**config.mk**
```make
export PLATFORM = sky130hd
export DESIGN_NAME = dmem_lsu
export DESIGN_NICKNAME = d
export VERILOG_FILES = /design/src/rtl/dmem_pkg.sv /design/src/rtl/dmem_lsu.sv
export SDC_FILE = /design/constraint.sdc
export NUM_CORES = 1
export LEC_CHECK = 0
export CAP_MARGIN = 20
export CORE_ASPECT_RATIO = 0.75
export CORE_MARGIN = 5
export CORE_UTILIZATION = 38
export CTS_CLUSTER_SIZE = 8
export DETAILED_ROUTE_END_ITERATION = 8
export PLACE_DENSITY = 0.8
export SYNTH_ARGS = -nofsm -noshare
export SYNTH_HDL_FRONTEND = slang
export SYNTH_SLANG_ARGS = --single-unit
```
**constraint.sdc**
```tcl
create_clock -name clock -period 1.95 [get_ports clock]
set_input_delay 0.2925 -clock clock [delete_from_list [all_inputs] [get_ports clock]]
set_output_delay 0.2925 -clock clock [all_outputs]
set_load 0.05 [all_outputs]
```
**src/rtl/dmem_pkg.sv**
```systemverilog
// Shared types and constants for the data-memory load/store unit.
package dmem_pkg;

  // FSM states of dmem_lsu
  typedef enum logic [2:0] {
    ST_IDLE    = 3'd0,
    ST_RD_ADDR = 3'd1,
    ST_RD_DATA = 3'd2,
    ST_WR      = 3'd3,
    ST_WR_RESP = 3'd4,
    ST_DONE    = 3'd5
  } lsu_state_t;

  // AXI response codes
  localparam logic [1:0] OKAY   = 2'b00;
  localparam logic [1:0] SLVERR = 2'b10;

  // Bus accesses are always word aligned
  localparam logic [31:0] DMEM_ADDR_ALIGN_MASK = 32'hFFFF_FFFC;

endpackage

```
**src/rtl/dmem_lsu.sv**
```systemverilog
// Data-memory load/store unit: turns one MEM-stage request into a single-beat
// AXI4-Lite read or write and holds the completion until the MEM stage advances.
// Optional feature macro: DMEM_LSU_RESP_CHECK_EN adds sticky bus_err/err_addr
// reporting of non-OKAY read/write responses.
//
// state      | meaning
// -----------+--------------------------------------------------------
// ST_IDLE    | waiting for a request, latches address/mask/data
// ST_RD_ADDR | arvalid high until arready
// ST_RD_DATA | rready high until rvalid, read word captured
// ST_WR      | awvalid/wvalid high, each dropped on its own handshake
// ST_WR_RESP | bready high until bvalid
// ST_DONE    | d_rready/d_wready held until req_ack
module dmem_lsu
  import dmem_pkg::*;
#(
  parameter int ADDR_W = 32,
  parameter int DATA_W = 32
) (
  input  logic                  clock,
  input  logic                  reset_n,
  input  logic                  dram_en,
  input  logic                  dram_wen,
  input  logic [ADDR_W-1:0]     addr,
  input  logic [DATA_W/8-1:0]   wmask,
  input  logic [DATA_W-1:0]     wdata,
  input  logic                  req_ack,
  output logic                  d_rready,
  output logic                  d_wready,
  output logic [DATA_W-1:0]     d_rdata,
  output logic [ADDR_W-1:0]     araddr,
  output logic                  arvalid,
  input  logic                  arready,
  input  logic [DATA_W-1:0]     rdata,
  input  logic [1:0]            rresp,
  input  logic                  rvalid,
  output logic                  rready,
  output logic [ADDR_W-1:0]     awaddr,
  output logic                  awvalid,
  input  logic                  awready,
  output logic [DATA_W-1:0]     wdata_o,
  output logic [DATA_W/8-1:0]   wstrb,
  output logic                  wvalid,
  input  logic                  wready,
  input  logic [1:0]            bresp,
  input  logic                  bvalid,
  output logic                  bready
`ifdef DMEM_LSU_RESP_CHECK_EN
  ,
  output logic                  bus_err,
  output logic [ADDR_W-1:0]     err_addr
`endif
);

  lsu_state_t            r_state;
  lsu_state_t            w_state_nxt;
  logic [ADDR_W-1:0]     r_addr;
  logic [DATA_W/8-1:0]   r_wmask;
  logic [DATA_W-1:0]     r_wdata;
  logic                  r_is_wr;
  logic                  r_aw_done;
  logic                  r_w_done;
  logic [DATA_W-1:0]     r_rdata;
  logic [ADDR_W-1:0]     w_bus_addr;
  logic                  w_aw_hs;
  logic                  w_w_hs;

  assign w_bus_addr = {r_addr[ADDR_W-1:2], r_addr[1:0] & DMEM_ADDR_ALIGN_MASK[1:0]};
  assign w_aw_hs    = awvalid & awready;
  assign w_w_hs     = wvalid & wready;

  // State register
  always_ff @(posedge clock or negedge reset_n) begin
    if (!reset_n) r_state <= ST_IDLE;
    else          r_state <= w_state_nxt;
  end

  // Next-state logic; a write leaves WR once both channels have handshaken
  always_comb begin
    w_state_nxt = r_state;
    case (r_state)
      ST_IDLE: begin
        if (dram_wen)     w_state_nxt = ST_WR;
        else if (dram_en) w_state_nxt = ST_RD_ADDR;
      end
      ST_RD_ADDR: if (arready) w_state_nxt = ST_RD_DATA;
      ST_RD_DATA: if (rvalid)  w_state_nxt = ST_DONE;
      ST_WR: begin
        if ((r_aw_done | awready) & (r_w_done | wready)) w_state_nxt = ST_WR_RESP;
      end
      ST_WR_RESP: if (bvalid)  w_state_nxt = ST_DONE;
      ST_DONE:    if (req_ack) w_state_nxt = ST_IDLE;
      default:    w_state_nxt = ST_IDLE;
    endcase
  end

  // Moore output decode from registered state and channel flags only
  always_comb begin
    arvalid  = (r_state == ST_RD_ADDR);
    rready   = (r_state == ST_RD_DATA);
    awvalid  = (r_state == ST_WR) & ~r_aw_done;
    wvalid   = (r_state == ST_WR) & ~r_w_done;
    bready   = (r_state == ST_WR_RESP);
    d_rready = (r_state == ST_DONE) & ~r_is_wr;
    d_wready = (r_state == ST_DONE) & r_is_wr;
    araddr   = w_bus_addr;
    awaddr   = w_bus_addr;
    wdata_o  = r_wdata;
    wstrb    = r_wmask;
    d_rdata  = r_rdata;
  end

  // Request latch: only loaded in IDLE, so bus fields stay stable while any valid is high
  always_ff @(posedge clock or negedge reset_n) begin
    if (!reset_n) begin
      r_addr  <= '0;
      r_wmask <= '0;
      r_wdata <= '0;
      r_is_wr <= 1'b0;
    end else if (r_state == ST_IDLE) begin
      if (dram_wen) begin
        r_addr  <= addr;
        r_wmask <= wmask;
        r_wdata <= wdata;
        r_is_wr <= 1'b1;
      end else if (dram_en) begin
        r_addr  <= addr;
        r_is_wr <= 1'b0;
      end
    end
  end

  // Write-channel completion flags, cleared while idle
  always_ff @(posedge clock or negedge reset_n) begin
    if (!reset_n) begin
      r_aw_done <= 1'b0;
      r_w_done  <= 1'b0;
    end else if (r_state == ST_IDLE) begin
      r_aw_done <= 1'b0;
      r_w_done  <= 1'b0;
    end else if (r_state == ST_WR) begin
      if (w_aw_hs) r_aw_done <= 1'b1;
      if (w_w_hs)  r_w_done  <= 1'b1;
    end
  end

  // Read word capture; held until the next read beat
  always_ff @(posedge clock or negedge reset_n) begin
    if (!reset_n)                             r_rdata <= '0;
    else if ((r_state == ST_RD_DATA) && rvalid) r_rdata <= rdata;
  end

`ifdef DMEM_LSU_RESP_CHECK_EN
  logic              r_bus_err;
  logic [ADDR_W-1:0] r_err_addr;
  logic              w_resp_err;

  assign w_resp_err = ((r_state == ST_RD_DATA) & rvalid & (rresp != OKAY)) |
                      ((r_state == ST_WR_RESP) & bvalid & (bresp != OKAY));

  // Sticky error flag; the first failing access address is kept
  always_ff @(posedge clock or negedge reset_n) begin
    if (!reset_n) begin
      r_bus_err  <= 1'b0;
      r_err_addr <= '0;
    end else if (w_resp_err && !r_bus_err) begin
      r_bus_err  <= 1'b1;
      r_err_addr <= r_addr;
    end
  end

  assign bus_err  = r_bus_err;
  assign err_addr = r_err_addr;
`else
  logic w_unused_resp;
  assign w_unused_resp = ^{rresp, bresp};
`endif

endmodule

```
==> flow_metrics.py <==
metrics = {
    "yosys": {
        "synth-main-ff-cell": "dfrtp_1",
        "synth_seq_cells": 104,
        "synthMuxAreaShare": 0.258,
        "synth_compound_area_frac": 0.0226,
        "synth_top_area_share": 0.595,
        "synth.distinct_cells": 28,
        "synthCells": 297,
        "async_flop_share": 1.00,
        "synthAdderAreaFrac": 0,
        "synth_top_family_by_area": "multiplexers",
        "syn_avg_cell_area_sq_um": 14.7,
        "seq_area_frac_synth": 0.595,
        "synth_edf_count": 0,
        "synth-xor-area-share": 0.00200,
        "synth.area.top_cells": "dfrtp_1, mux2_2, mux2_1",
        "synth_area_leader_cell": "dfrtp_1",
        "synthSimpleGateAreaFrac": 0.0300,
        "ys_warn_count": 0,
        "syn_area_sq_um": 4370,
    },
    "layout": {
        "fin_cells": 658,
        "area_delta_synth_final_pct": 62.2,
        "fillers": 834,
        "finalNetCount": 628,
        "num_antenna_cells": 0,
        "drive_above_1_share": 0.208,
    },
    "routing": {
        "vias": 3111,
        "routed_wirelength_um": 11700,
        "via_per_inst": 4.73,
        "drt-initial-drc-count": 61,
        "drc": 0,
        "first_pass_iters": 4,
        "wl_per_cell_um": 17.8,
        "antenna_left": 0,
    },
    "global_route": {
        "first_global_vias": 3420,
        "grt_pass1_wl_um": 18300,
        "globalRouteMet1Util": 0.189,
        "met2_usage": 0.301,
        "grt-busiest-layer": "met2",
        "grt_max_degree": 52,
        "gr-total-overflow": 0,
        "antenna_found_initial": 0,
        "grt.total_usage": 0.170,
        "met3_usage": 0.0849,
    },
    "sta": {
        "slew_headroom": 0.638,
        "min_period_over_period": 0.967,
        "skew_ns": 0.00490,
        "setup-violations-final": 0,
        "worstMarginPinSlew_ns": 0.541,
        "holdWs_ns": 0.448,
        "fmax_mhz": 531,
        "finalMaxSlewViolations": 0,
        "hold_viol": 0,
        "rsz0062_at_grt": "yes",
        "period_minus_slack_ns": 1.88,
    },
    "clock_network": {
        "cts_tree": "done",
        "cts_sinks": 104,
        "cts_setup_buffers": 0,
        "cts_root_buf": "clkbuf_16",
        "clkTransAtPathRegs_ns": 0.07,
        "htree_levels": 3,
        "cts_buffers": 9,
        "insertion_delay_ns": 0.33,
        "cts_buffer_depth": 2,
    },
    "die": {
        "die-area_sq_um": 13800,
        "num_rows": 33,
        "boundaryPins": 253,
        "core_sq_um": 11100,
        "fp.dieW_um": 134,
        "die_h_um": 103,
        "initial_utilization": 0.394,
    },
    "worst_setup_path": {
        "critPathMaxFanout": 8,
        "path_class": "flip-flop to output port",
        "crit_family": "flip-flops",
        "cp.arrival_ns": 1.59,
        "cp_slowest_cell": "dfrtp_2",
        "crit_chain": "buf_4, nand2b_2, nor3_4, buf_12",
        "crit_buf_inv": 2,
        "crit_path_max_incr_delay_ns": 0.46,
        "endpoint_kind": "output port",
        "worstPathRequired_ns": 1.66,
        "cp-start-kind": "flip-flop",
    },
    "job": {
        "cap_violations": 0,
    },
    "placed_design": {
        "dp.cells": 642,
        "io_buffers": 242,
        "dp_hpwl_um": 9270,
        "finalWeightedCongestion": 0.776,
    },
    "status": {
        "status": "finished, final reports clean",
    },
    "hold_path": {
        "worstHoldPathType": "input port to async pin",
    },
}
path summary, 6_finish.rpt:
check                           slack [ns]   startpoint  cells past startpoint           to
worst max-delay path                  0.07   r_state[1]                      4     d_rready
worst min register to register        0.49  d_rdata[18]                      1  d_rdata[18]
min in group clock                    0.49  d_rdata[18]                      1  d_rdata[18]
worst min-delay path                  0.45      reset_n                      2   r_addr[23]
worst max register to register        0.28   r_state[0]                      4  wdata_o[10]
max in group asynchronous             0.83      reset_n                      3   r_state[2]
routing by layer:
metal,share of wire,routed length (um)
met4,0.0075,88
met1,0.38,4490
met5,0,0
met3,0.11,1330
met2,0.49,5780
layout by cell type, fill, tap and decap left out, drive strengths merged:
cell type and n:
nor3 8, nor2b 2, clkbuf 11, mux2 100, and3 1, o21a 1, and2 1, nand3 1
xnor2 1, nand2 3, o311ai 1, o21bai 1, clkdlybuf4s50 234, inv 3, clkinv 1, or3 1
clkinvlp 3, nand2b 2, dfrtp 104, o2bb2ai 1, a31oi 1, nor2 5, o211ai 1, o21ai 4
o22ai 2, buf 16, dlygate4sd3 1, conb 4, a21oi 4
cell usage after synthesis, types with 2 or more instances:
library cell	count
a21oi_1	4
buf_4	41
buf_6	7
dfrtp_1	104
inv_1	3
mux2_1	31
mux2_2	68
nand2_1	3
nand2b_1	2
nor2_1	5
nor3_1	8
o21ai_0	4
o22ai_1	2
through the flow:
| stage | TNS (ns) | setup WS [ns] | cell area [sq um] | util |
|---|---|---|---|---|
| 6_report | 0 | 0.0651 | 7090 | 0.639 |
| 5_1_grt | -0.0250 | -0.0250 | 7090 | 0.639 |
| 4_1_cts | -0.00369 | -0.00369 | 7070 | 0.636 |
| 3_5_place_dp | 0 | 0.148 | 6770 | 0.610 |
| 3_3_place_gp | 0 | 0.198 | 6770 | 0.610 |
| 2_1_floorplan | -0.175 | -0.0744 | 4380 | - |
final cells by class:
cell class / count / area [sq um] / area share
repair buffers: 251 / 2610 / 0.368
inverters: 3 / 11.3 / 0.00159
well taps: 140 / 175 / 0.0247
flip-flops and latches: 104 / 2610 / 0.367
clock inverters: 4 / 31.3 / 0.00441
multi-input cells: 145 / 1420 / 0.200
clock buffers: 11 / 243 / 0.0342
timing repair:
action                                  4_1_cts  5_1_grt
hold buffers                                  1        0
resized for setup                             3        6
endpoints found under the hold margin        33        0
endpoints found under the setup margin        3        5
logic make-up (layout without fill, tap and decap cells):
logic type / after synthesis / count (layout)
xor+xnor: 1 / 1
simple gates: 24 / 24
buf+inv: 51 / 269
mux: 100 / 100
flops: 104 / 104
compound gates: 16 / 16
other cells: 1 / 4
registers in the layout (all words and copies together), names as in the netlist:
| name | cells |
|---|---|
| r_state | 3 |
| wstrb | 4 |
| r_w_done | 1 |
| r_aw_done | 1 |
| r_addr | 30 |
| wdata_o | 32 |
| r_is_wr | 1 |
| d_rdata | 32 |
Power is not shown: default switching activity piles up to over one toggle a cycle in this logic, so the estimate is an artifact.
